### config.mk
export PLATFORM = sky130hd
export DESIGN_NAME = multu_seq_ctl
export DESIGN_NICKNAME = d
export VERILOG_FILES = /design/src/rtl/multu_seq_ctl.sv
export SDC_FILE = /design/constraint.sdc
export NUM_CORES = 1
export LEC_CHECK = 0
export CAP_MARGIN = 30
export CORE_MARGIN = 3
export CORE_UTILIZATION = 56
export DETAILED_ROUTE_END_ITERATION = 12
export PLACE_DENSITY = 0.78
export SYNTH_ARGS = -nofsm -noshare
export SYNTH_HDL_FRONTEND = slang
export SYNTH_SLANG_ARGS = --single-unit
### constraint.sdc
create_clock -name clk -period 3.6 [get_ports clk]
set_input_delay 0.36 -clock clk [delete_from_list [all_inputs] [get_ports clk]]
set_output_delay 0.36 -clock clk [all_outputs]
set_load 0.03 [all_outputs]
### src/rtl/multu_seq_ctl.sv
// multu_seq_ctl: multi-cycle radix-2 shift-add multiplier and HI/LO owner.
// Accepts mult/multu from EX and commits the 2*WIDTH-bit product to HI/LO
// after a fixed WIDTH+1 busy cycles. It stalls the pipeline on any HI/LO
// access, or a new start, while a multiply is in flight.
//
// Ports:
//   clk        rising-edge clock
//   rst        asynchronous active-low reset
//   start      multiply request (mult/multu)
//   is_signed  1 = mult (two's complement), 0 = multu
//   op_a/op_b  rs / rt operands
//   rd_hi/lo   EX holds mfhi / mflo
//   wr_hi/lo   EX holds mthi / mtlo, data on wr_data
//   busy       sequence in progress
//   stall      freeze IF/ID/EX while a HI/LO access collides with busy
//   done       one-cycle pulse after HI/LO commit
//   hi_out/lo_out  HI / LO registers
module multu_seq_ctl #(
    parameter int WIDTH = 32
) (
    input  logic             clk,
    input  logic             rst,
    input  logic             start,
    input  logic             is_signed,
    input  logic [WIDTH-1:0] op_a,
    input  logic [WIDTH-1:0] op_b,
    input  logic             rd_hi,
    input  logic             rd_lo,
    input  logic             wr_hi,
    input  logic             wr_lo,
    input  logic [WIDTH-1:0] wr_data,
    output logic             busy,
    output logic             stall,
    output logic             done,
    output logic [WIDTH-1:0] hi_out,
    output logic [WIDTH-1:0] lo_out
);

    localparam int CW = $clog2(WIDTH + 1);

    typedef enum logic [1:0] {
        IDLE,
        CALC,
        FIX
    } state_t;

    state_t             state;
    logic [WIDTH-1:0]   mcand;
    logic [2*WIDTH:0]   acc;
    logic [CW-1:0]      counter;
    logic               neg;

    logic [WIDTH-1:0]   abs_a;
    logic [WIDTH-1:0]   abs_b;
    logic [WIDTH:0]     sum;
    logic [2*WIDTH-1:0] product;

    always_comb begin
        // Negating the most negative value yields the same bit pattern,
        // which read as unsigned is the correct magnitude.
        abs_a   = (is_signed && op_a[WIDTH-1]) ? -op_a : op_a;
        abs_b   = (is_signed && op_b[WIDTH-1]) ? -op_b : op_b;
        // Upper WIDTH+1 bits of acc hold the partial sum; the extra bit keeps the carry.
        sum     = acc[2*WIDTH:WIDTH] + (acc[0] ? {1'b0, mcand} : '0);
        product = neg ? -acc[2*WIDTH-1:0] : acc[2*WIDTH-1:0];
        stall   = busy & (start | rd_hi | rd_lo | wr_hi | wr_lo);
    end

    always_ff @(posedge clk or negedge rst) begin
        if (!rst) begin
            state   <= IDLE;
            mcand   <= '0;
            acc     <= '0;
            counter <= '0;
            neg     <= 1'b0;
            busy    <= 1'b0;
            done    <= 1'b0;
            hi_out  <= '0;
            lo_out  <= '0;
        end else begin
            done <= 1'b0;
            case (state)
                IDLE: begin
                    if (wr_hi) hi_out <= wr_data;
                    if (wr_lo) lo_out <= wr_data;
                    if (start) begin
                        mcand   <= abs_a;
                        acc     <= {{(WIDTH+1){1'b0}}, abs_b};
                        neg     <= is_signed & (op_a[WIDTH-1] ^ op_b[WIDTH-1]);
                        counter <= '0;
                        busy    <= 1'b1;
                        state   <= CALC;
                    end
                end
                CALC: begin
                    acc     <= {1'b0, sum, acc[WIDTH-1:1]};
                    counter <= counter + CW'(1);
                    if (counter == CW'(WIDTH - 1)) state <= FIX;
                end
                FIX: begin
                    hi_out <= product[2*WIDTH-1:WIDTH];
                    lo_out <= product[WIDTH-1:0];
                    done   <= 1'b1;
                    busy   <= 1'b0;
                    state  <= IDLE;
                end
                default: state <= IDLE;
            endcase
        end
    end

endmodule

# Word-level counts from Yosys, hierarchy flattened
# Index checks and enable logic that the tools add are counted.
totals:
  ff_bits: 172
  input_bits: 104
  out_inout_bits: 67
  elab_cells: 57
op_classes:
  n_addsub: 5
  n_eq_ne: 7
  muxes: 18
  bitwise_logic: 7
  reduce_logical: 11
op_table:
  columns: ["cell", "n"]
  rows:
  - ["two-way mux 32 bit", 5]
  - ["case mux 65 bit (2 select lines)", 1]
  - ["case mux 32 bit (2 select lines)", 2]
  - ["two-way mux 65 bit", 1]
  - ["two-way mux 64 bit", 1]
  - ["negation 32 bit", 2]
  - ["negation 64 bit", 1]
  - ["adder 33 x 32 -> 33 bit", 1]
  - ["case mux 6 bit (2 select lines)", 1]
  - ["AND reduction 2 bit", 6]
  - ["!= test 2 bit, second input constant", 4]
  - ["adder 6 x 1 -> 6 bit, second input constant", 1]
  - ["== test 6 x 5 -> 1 bit, second input constant", 1]
  - ["two-way mux 6 bit", 1]
  - ["two-way mux 2 bit", 2]
  - ["bitwise OR 1 bit", 4]
  - ["case mux 2 bit (2 select lines)", 1]
  - ["nonzero test 2 bit", 2]
  - ["AND 1 bit", 2]
  - ["== test 2 x 1 -> 1 bit, second input constant", 1]
  - ["== test 2 bit, second input constant", 1]
  - ["logical AND 1 bit", 2]
  - ["zero test 2 bit", 1]
  - ["two-way mux 1 bit", 2]
  - ["other kinds (2)", 2]

# Longest topological paths before layout
# Gate-level depths: netlist of the first run.
depth:
  depth_word: 5
  ltp_mapped: 14
  mapped_depth_nobuf: 12

# Worst setup path before layout of the first run
# No wires, ideal clock.
synth_timing:
  kind: "register to register"
  start: "register acc[49]"
  end: "register hi_out[31]"
  setup_ps: 94
  arrival_time_ps: 3222
  slack_ps: 284
  path_stages_with_launch: 10
  path_buffers: 1
  path_cell_list: "dfrtp_1 or4_4 or4_1 or2_1 or4_1 clkbuf_2 or4_4 o311ai_2 o41ai_1 a211oi_1"
synth_between:
  elab_chain_len: 3
synth_rtl:
  columns: ["item", "line_no", "source"]
  rows:
  - ["from (decl)", "49", "logic [2*WIDTH:0] acc;"]
  - ["from (signal assigned)", "88", "acc <= {{(WIDTH+1){1'b0}}, abs_b};"]
  - ["from (signal assigned)", "96", "acc <= {1'b0, sum, acc[WIDTH-1:1]};"]
  - ["negation 64 bit", "65", "product = neg ? -acc[2*WIDTH-1:0] : acc[2*WIDTH-1:0];"]
  - ["two-way mux 64 bit", "65", null]
  - ["case mux 32 bit (2 select lines)", "82", "case (state)"]
  - ["to (signal assigned)", "84", "if (wr_hi) hi_out <= wr_data;"]
  - ["to (signal assigned)", "101", "hi_out <= product[2*WIDTH-1:WIDTH];"]
  - ["to (decl)", "35", "output logic [WIDTH-1:0] hi_out,"]
# No other way between the ends.
# A chain may end at the register's enable or synchronous reset.

# Worst setup path in the final report of the first run
layout_timing:
  start: "register acc[32]"
  end: "register hi_out[18]"
# Same word-level chain as after synthesis.

==> results of run 1 <==
-- metal layers --
layer	vias to the layer above	GRT usage	share of wire
met1	5235	0.444	0.43
met3	88	0.0503	0.070
li1	5129	-	-
met2	507	0.489	0.46
met5	-	0	0
met4	0	0.115	0.036
-- power by group through the flow --
stage,registers [uW],logic (uW),clock network (uW)
3_5_place_dp,3390,4150,0
5_1_grt,3470,4620,1920
6_report,3390,4220,1830
2_1_floorplan,3510,2450,0
3_3_place_gp,3360,4060,0
4_1_cts,3360,4180,1840
-- area by class of cell --
cell class                 count  area [um^2]  area share
multi-input combinational   1061         6670       0.480
clock buffer                  18          439      0.0316
inverter                      28          105     0.00756
timing repair buffer         197         1940       0.140
tap                          265          332      0.0239
clock inverter                13          135     0.00972
sequential                   171         4280       0.308
-- sequential cells by signal (all words and copies together), names as in the netlist --
name,flops
acc,64
state,2
neg,1
busy,1
counter,6
hi_out,32
done,1
lo_out,32
mcand,32
-- per-stage QoR --
step | utilization | worst slack, ns | power, uW | instances
2_1_floorplan | - | 0.284 | 5970 | 1339
3_3_place_gp | 0.673 | 0.237 | 7420 | 1718
3_5_place_dp | 0.674 | 0.179 | 7530 | 1719
4_1_cts | 0.704 | 0.146 | 9390 | 1751
5_1_grt | 0.705 | 0.0114 | 10000 | 1753
6_report | 0.705 | 0.188 | 9440 | 1753
-- worst max-delay path: cells and delay by family (launching register included) --
kind	cells	cell delay [ns]
AO/OA/AOI/OAI	2	0.41
XOR/XNOR	1	0.19
flip-flops	1	0.43
AND/OR/NAND/NOR	5	2.26
-- cells by family after synthesis --
logic type	after synthesis
simple gates	432
compound gates	445
buf+inv	107
xor+xnor	130
fa+ha+maj	37
mux	17
flops	171
-- layout by cell type, fill, tap and decap left out, drive strengths merged, types with 7 or more instances in the layout --
cell type	netlist	routed
xor2	74	74
or2	7	7
inv	28	33
and2	37	37
nand4	9	9
o22ai	13	13
mux2i	15	15
a22oi	33	33
or3	16	16
nor3b	9	9
a21oi	85	85
clkdlybuf4s50	0	169
ha	36	36
nand2b	12	12
o41ai	15	15
nor3	22	22
o31ai	32	32
nor4	10	10
clkbuf	74	18
or4	14	14
o221ai	7	7
nor2b	15	15
o21ai	175	175
dfrtp	171	171
a222oi	9	9
a21o	15	15
xnor2	56	56
buf	4	27
a31oi	9	9
nor2	82	82
nand2	166	166
nand3	19	19
-- final timing paths --
kind                           start          to  slack [ns]  depth (start not counted)
setup / recovery             acc[32]  hi_out[18]        0.19                          8
min in group clk           mcand[17]   mcand[17]        0.48                          2
setup reg to reg             acc[32]  hi_out[18]        0.19                          8
hold reg to reg            mcand[17]   mcand[17]        0.48                          2
hold / removal                   rst  lo_out[19]        0.43                          2
max in group asynchronous        rst   mcand[10]        2.21                          4
-- timing repair --
item | CTS | global route
hold buffers | 1 | 0
setup buffers | 0 | 2
hold endpoints to repair | 45 | 0
resized for setup | 0 | 1
endpoints found under the setup margin | 0 | 3
==> results_dict.tcl, run 1 <==
set metrics [dict create \
    status "finished, final reports clean" \
    muxShareOfSynthArea 0.0152 \
    drt-wirelength-per-cell_um 19.8 \
    ys_ff_latch 171 \
    fin_nets 1617 \
    cts_tree "done" \
    finalCriticalPeriod_ns 3.41 \
    synth_area_mm2 0.0114 \
    drcViolationCount 0 \
    setup_violations 0 \
    power.density_mw_per_mm2 679 \
    synth_nets 1480 \
    ys_types 69 \
    cp-end-kind "flop" \
    start_util 0.577 \
    async_reset_ff_frac 1.00 \
    clockPowerShare 0.193 \
    grt_pass1_wl_um 54900 \
    crit_type "flop to flop" \
    syn_inst 1339 \
    p_comb_frac 0.447 \
    portBuffers 170 \
    cp_slowest_cell "or4b_2" \
    fp.coreArea_mm2 0.0197 \
    synthTopCellsByArea "dfrtp_1, o21ai_0, xor2_1" \
    synth_fa_ha_area_frac 0.0414 \
    start_kind "flop" \
    tightest_slew_ns 1.01 \
    die_area_mm2 0.0221 \
    synth_compound_area_frac 0.243 \
    rows 51 \
    yosysMostFrequentCell "o21ai_0" \
    die_x_um 149 \
    grt-ovfl-total 0 \
    drv_cap 0 \
    numCtsBuffers 17 \
    peakVddDrop_mv 0.438 \
    skew_ns 0.00942 \
    cp_max_fo 5 \
    seq_area_frac_synth 0.376 \
    vias_per_cell 6.25 \
    whs_ns 0.434 \
    cp_cell_sequence "or4_1 > or4b_2 > nor3_1 > nand2_1 > or3_1 > o41ai_1 > xor2_1 > a21oi_1" \
    via_count 11000 \
    grt_pass1_vias 10300 \
    clockBufferDepth 2 \
    synth_flop_cell "dfrtp_1" \
    hold_class "input pin to asynchronous set/reset pin" \
    p_leak_uw 0.00565 \
    clkSlewWorstSetupHoldPaths_ns 0.07 \
    fill_cells 1562 \
    grt_usage 0.314 \
    antenna_left 0 \
    antenna_cells 0 \
    synth_simple_gate_area_frac 0.184 \
    htreeDepth 4 \
    drive_above_1_share 0.0565 \
    wirelength_um 34700 \
    synth-edff-count 0 \
    dpl.hpwl_um 26100 \
    rsz0062_at_grt "no" \
    cp.required_ns 3.91 \
    timing.final.hold_violations 0 \
    intPower_uw 5360 \
    synth_xor_area_frac 0.100 \
    p_sw_uw 4080 \
    max_stage_delay_ns 0.73 \
    synth_top_family_by_area "compound AO/OA/AOI/OAI gates" \
    netlist_top_cells_count "o21ai_0, dfrtp_1, nand2_1" \
    period_share 0.948 \
    yosys_warnings 0 \
    max_freq_mhz 293 \
    grt_max_degree 80 \
    die_h_um 149 \
    io_pins 171 \
    maxSlewViolCount 0 \
    insertion_delay_ns 0.44 \
    slew_headroom 0.329 \
    drtIter0Drc 1123 \
    fin_tns_setup_ns 0 \
    switching_share 0.432 \
    avgSynthCellArea_um2 8.49 \
    dpl_cell_area_mm2 0.0133 \
    finalWeightedCongestion 0.966 \
    cts_sinks 171 \
    drtPass1Iterations 6 \
    root_buffer "clkbuf_16" \
    grt_antenna_before_repair 0 \
    pwr-share-seq 0.359 \
    syn2layout_area_growth_pct 22.2 \
    arrival_ns 3.72 \
    synth_top_area_cell "dfrtp_1" \
    fin_area_mm2 0.0139 \
    synth_top_area_share 0.376 \
]
(Power assumes the default switching activity.)
==> inputs of run 2 (changes only) <==
==> constraint.sdc (replaced) <==
create_clock -name clk -period 3.9 [get_ports clk]
set_input_delay 0.39 -clock clk [delete_from_list [all_inputs] [get_ports clk]]
set_output_delay 0.39 -clock clk [all_outputs]
set_load 0.03 [all_outputs]
==> run 2 against run 1 <==
  * Setup slack improved by 0.14 ns
  * Power fell by 7.1%
  * Clock power fell by 4%
  * Sequential power fell by 7.1%
  * Worst hold slack got worse by 0.43 ns
  * Global-route usage rose by 0.26 points
  * Via count fell by 1.6%
  * Combinational power fell by 8.1%
  * Maximum frequency fell by 4.6%
  * Core utilization fell by 0.29 points
  * Sequential share of layout area rose by 0.13 points
  * Critical path depth did not move
  * Critical path type unchanged
  * Critical endpoint is now hi_out[31]
==> results_dict.tcl, run 2 (synthesis results as in run 1) <==
set metrics [dict create \
    skew_ns 0.00984 \
    drcViolationCount 0 \
    cts_hold_buf 0 \
    slew_headroom 0.341 \
    die_x_um 149 \
    finalWeightedCongestion 0.946 \
    layout_commonest_cell "o21ai_0" \
    period_share 0.917 \
    p_sw_uw 3830 \
    root_buffer "clkbuf_16" \
    status "finished, final reports clean" \
    p_leak_uw 0.00563 \
    r2r-end "hi_out[31]" \
    drv_cap 0 \
    cp-end-kind "flop" \
    peakVddDrop_mv 0.366 \
    ff2ff_path_depth 8 \
    antenna_cells 0 \
    cts_sinks 171 \
    dp_slack_ns 0.417 \
    r2r-start "acc[48]" \
    vias_per_cell 6.18 \
    io_pins 171 \
    start_kind "flop" \
    start_util 0.577 \
    drtIter0Drc 1040 \
    p_comb_frac 0.442 \
    grt_pass1_wl_um 55100 \
    max_freq_mhz 280 \
    switching_share 0.436 \
    grt_max_degree 92 \
    largest_reg_flops 64 \
    cts.repair.resized 0 \
    rsz0062_at_grt "no" \
    antenna_left 0 \
    via_count 10800 \
    setup_violations 0 \
    utilization 0.702 \
    insertion_delay_ns 0.44 \
    portBuffers 170 \
    fp.coreArea_mm2 0.0197 \
    drt-wirelength-per-cell_um 19.9 \
    clockBufferDepth 2 \
    grt_pass1_vias 10100 \
    dpl_cell_area_mm2 0.0132 \
    postCtsSetupBuffers 0 \
    rows 51 \
    clockPowerShare 0.199 \
    grt-ovfl-total 0 \
    intPower_uw 4950 \
    cp.required_ns 4.25 \
    dpl.hpwl_um 25900 \
    cp_max_fo 8 \
    fin_nets 1609 \
    power.density_mw_per_mm2 634 \
    htreeDepth 4 \
    reg2reg_slack_ns 0.32 \
    timing.final.hold_violations 0 \
    drive_above_1_share 0.0520 \
    syn2layout_area_growth_pct 21.7 \
    largest_register "acc" \
    tightest_slew_ns 0.985 \
    drtPass1Iterations 6 \
    wirelength_um 34700 \
    maxSlewViolCount 0 \
    finalCriticalPeriod_ns 3.58 \
    die_h_um 149 \
    numCtsBuffers 17 \
    hold_class "input pin to asynchronous set/reset pin" \
    clkSlewWorstSetupHoldPaths_ns 0.08 \
    fin_area_mm2 0.0138 \
    arrival_ns 3.92 \
    layout_common_cells "o21ai_0, dfrtp_1, clkdlybuf4s50_1" \
    crit_type "flop to flop" \
    fin_tns_setup_ns 0 \
    cts_tree "done" \
    finalWorstSetupSlack_ns 0.325 \
    grt_antenna_before_repair 0 \
    grt_usage 0.316 \
    pwr-share-seq 0.359 \
    die_area_mm2 0.0221 \
    p_total_uw 8780 \
]
[run 2: changes by cell type in the layout (fill, tap and decap cells not counted)]
| cell | delta |
|---|---|
| buf_4 | -6 |
| dlygate4sd3_1 | -1 |
| or4_4 | -1 |
| clkinv_8 | +1 |
| clkinvlp_4 | -3 |
| clkinv_4 | -1 |
| buf_16 | -1 |
| inv_8 | +4 |
| or4_1 | +1 |
[run 2: worst max-delay path, stage by stage, from the launching register on]
cell and delay, ns:
dfrtp_1 0.47, or4_4 0.56, or4_1 0.43, or2_1 0.27
or4_1 0.63, or4_4 0.55, o311ai_2 0.22, o41ai_1 0.11
a211oi_1 0.25
[run 2: how the worst max path moves through the flow]
stage                 end  slack, ns     from  depth (start not counted)
2_1_floorplan  hi_out[31]       0.58  acc[49]                          9
4_1_cts        hi_out[31]       0.36  acc[48]                          8
3_5_place_dp   hi_out[31]       0.42  acc[48]                          8
3_3_place_gp   hi_out[31]       0.47  acc[48]                          8
6_report       hi_out[31]       0.32  acc[48]                          8
5_1_grt        hi_out[31]       0.19  acc[48]                          8
[run 2: power by group through the flow]
stage / combinational [uW] / sequential [uW] / clock [uW]
after floorplan: 2260 / 3240 / 0
after global placement: 3750 / 3120 / 0
after detailed placement: 3820 / 3140 / 0
after CTS: 3850 / 3120 / 1760
after global routing: 4260 / 3220 / 1840
final: 3880 / 3150 / 1750
[run 2: final cells by class]
cell class                 instances  area (um^2)
timing repair buffer             189         1860
multi-input combinational       1061         6660
clock inverter                    14          165
inverter                          28          105
tap                              265          332
clock buffer                      18          439
fill                            1625         5880
sequential                       171         4280
[run 2: per-stage QoR]
stage	hold slack [ns]	cells
after floorplan	0.0944	1339
after global placement	0.457	1714
after detailed placement	0.462	1714
after CTS	0.0504	1746
after global routing	0.0687	1746
final	0.00493	1746
[run 2: per-layer routing]
metal	up-vias	global-route usage	wire length, um
li1	5101	-	-
met2	472	0.489	16000
met4	0	0.102	1000
met3	71	0.0619	2740
met5	-	0	0
met1	5143	0.450	14900
==> inputs of run 3 (changes only) <==
--- a/config.mk
+++ b/config.mk
@@ -9,7 +9,8 @@
 export CORE_MARGIN = 3
 export CORE_UTILIZATION = 56
 export DETAILED_ROUTE_END_ITERATION = 12
-export PLACE_DENSITY = 0.78
+export GPL_TIMING_DRIVEN = 0
+export PLACE_DENSITY = 0.82
 export SYNTH_ARGS = -nofsm -noshare
 export SYNTH_HDL_FRONTEND = slang
 export SYNTH_SLANG_ARGS = --single-unit
==> run 3 against run 2 <==
  * Wire length grew 5.1%
  * Final area grew 1.6%
  * Flip-flop and latch count is the same
  * Core utilization grew 1.1 points
  * Largest power group unchanged
  * Register-to-register slack lost 0.18 ns
  * Die area is the same
==> results_dict.tcl, run 3 (synthesis results as in run 1) <==
set metrics [dict create \
    grt-ovfl-total 0 \
    pwr-share-seq 0.361 \
    endpoint "hi_out[23]" \
    cp.depth 8 \
    period_share 0.963 \
    grt_pass1_vias 10700 \
    rsz0062_at_grt "no" \
    drtIter0Drc 1098 \
    grt_max_degree 117 \
    antenna_cells 0 \
    ff2ff_path_depth 8 \
    area.sequential_mm2 0.00428 \
    rows 51 \
    intPower_uw 5020 \
    reg2reg_slack_ns 0.14 \
    root_buffer "clkbuf_16" \
    wirelength_um 36400 \
    switching_share 0.429 \
    fin_area_mm2 0.0141 \
    whs_ns 0.445 \
    layout_commonest_cell "o21ai_0" \
    insertion_delay_ns 0.43 \
    skew_ns 0.00994 \
    dpl.hpwl_um 28800 \
    postCtsSetupBuffers 0 \
    portBuffers 170 \
    power.density_mw_per_mm2 625 \
    setup_violations 0 \
    finalNonFillerCells 1807 \
    hold_class "input pin to asynchronous set/reset pin" \
    fp.coreArea_mm2 0.0197 \
    layout_common_cells "o21ai_0, dfrtp_1, clkdlybuf4s50_1" \
    finalWeightedCongestion 0.956 \
    vias_per_cell 6.24 \
    numCtsBuffers 17 \
    critPathTopFamily "simple AND/OR/NAND/NOR gates" \
    fill_cells 1581 \
    cp_max_fo 10 \
    max_freq_mhz 266 \
    fin_nets 1670 \
    drcViolationCount 0 \
    drtPass1Iterations 5 \
    drive_above_1_share 0.0396 \
    via_count 11300 \
    die_area_mm2 0.0221 \
    clkSlewWorstSetupHoldPaths_ns 0.07 \
    largest_register "acc" \
    cp_slowest_cell "or4b_2" \
    peakVddDrop_mv 0.430 \
    grt_antenna_before_repair 0 \
    antenna_left 0 \
    grt_pass1_wl_um 57400 \
    maxSlewViolCount 0 \
    drv_cap 0 \
    finalCriticalPeriod_ns 3.76 \
    cp.required_ns 4.19 \
    tightest_slew_ns 0.710 \
    clockPowerShare 0.197 \
    arrival_ns 4.05 \
    p_leak_uw 0.00567 \
    startpoint "acc[30]" \
    p_comb_frac 0.441 \
    r2r-end "hi_out[23]" \
    status "finished, final reports clean" \
    start_util 0.577 \
    dpl_cell_area_mm2 0.0134 \
    cp_cell_sequence "or4_1 > or4b_2 > nor3_1 > nand4_1 > buf_6 > nor4_1 > mux2i_1 > o21ai_0" \
    p_sw_uw 3770 \
    die_x_um 149 \
    syn2layout_area_growth_pct 23.6 \
    clockBufferDepth 2 \
    largest_reg_flops 64 \
    r2r-start "acc[30]" \
    cp-end-kind "flop" \
    post-place-cells 1775 \
    htreeDepth 4 \
    multi_input_area_mm2 0.00665 \
    drt-wirelength-per-cell_um 20.2 \
    cts_tree "done" \
    die_h_um 149 \
    timing.final.hold_violations 0 \
    critPathBufInv 1 \
    cts_sinks 171 \
    start_kind "flop" \
    max_stage_delay_ns 0.73 \
    grt_usage 0.329 \
    slew_headroom 0.522 \
    io_pins 171 \
    crit_type "flop to flop" \
]
## run 3: changes by cell type in the layout (fill, tap and decap cells not counted), moves of 4 or more
cell      change
clkbuf_8      +4
clkbuf_1     +71
inv_8         -6
buf_4        -18
## run 3: stage by stage
step	util	power, uW	setup TNS, ns	setup WS, ns
2_1_floorplan	-	5510	0	0.584
3_3_place_gp	0.680	6830	-758.33	-4.45
3_5_place_dp	0.682	6960	0	0.0395
4_1_cts	0.713	8700	0	0.00885
5_1_grt	0.713	9310	0	0.0262
6_report	0.713	8790	0	0.144
## run 3: final cells by class
| cell class | instances | share of cell area |
|---|---|---|
| plain buffers | 78 | 0.0245 |
| clock buffers | 21 | 0.0335 |
| clock inverters | 11 | 0.00961 |
| inverters | 28 | 0.00748 |
| multi-input cells | 1061 | 0.473 |
| flip-flops and latches | 171 | 0.304 |
| well taps | 265 | 0.0236 |
| repair buffers | 172 | 0.124 |
## run 3: power by group through the flow
stage               clock network, uW  logic (uW)  registers, uW
global placement                    0        3710           3120
finish                           1730        3880           3180
CTS                              1730        3850           3110
global route                     1820        4250           3240
floorplan                           0        2260           3240
detailed placement                  0        3830           3140
## run 3: metal layers
metal	global-route usage	wire length [um]
met1	0.457	15400
met2	0.511	16100
met3	0.0625	3380
met4	0.134	1560
met5	0	0
## run 3: timing repair
| item | CTS | global route |
|---|---|---|
| hold buffers | 1 | 0 |
| hold endpoints to repair | 55 | 0 |
| gates resized for setup | 0 | 1 |
| setup endpoints to repair | 0 | 5 |
## run 3: worst register-to-register path: cells and delay by family, from the launching register on
family	cells	cell delay (ns)
AOI/OAI and AO/OA	1	0.09
and+or+nand+nor	5	2.48
buffers and inverters	1	0.29
DFF	1	0.49
muxes	1	0.26
## run 3: how the worst min path moves through the flow
stage	start	to	cells after the start
after floorplan	rst	acc[0]	0
after global placement	mcand[7]	mcand[7]	2
after detailed placement	rst	done	1
after CTS	rst	done	2
after global routing	mcand[16]	mcand[16]	2
final	rst	done	2
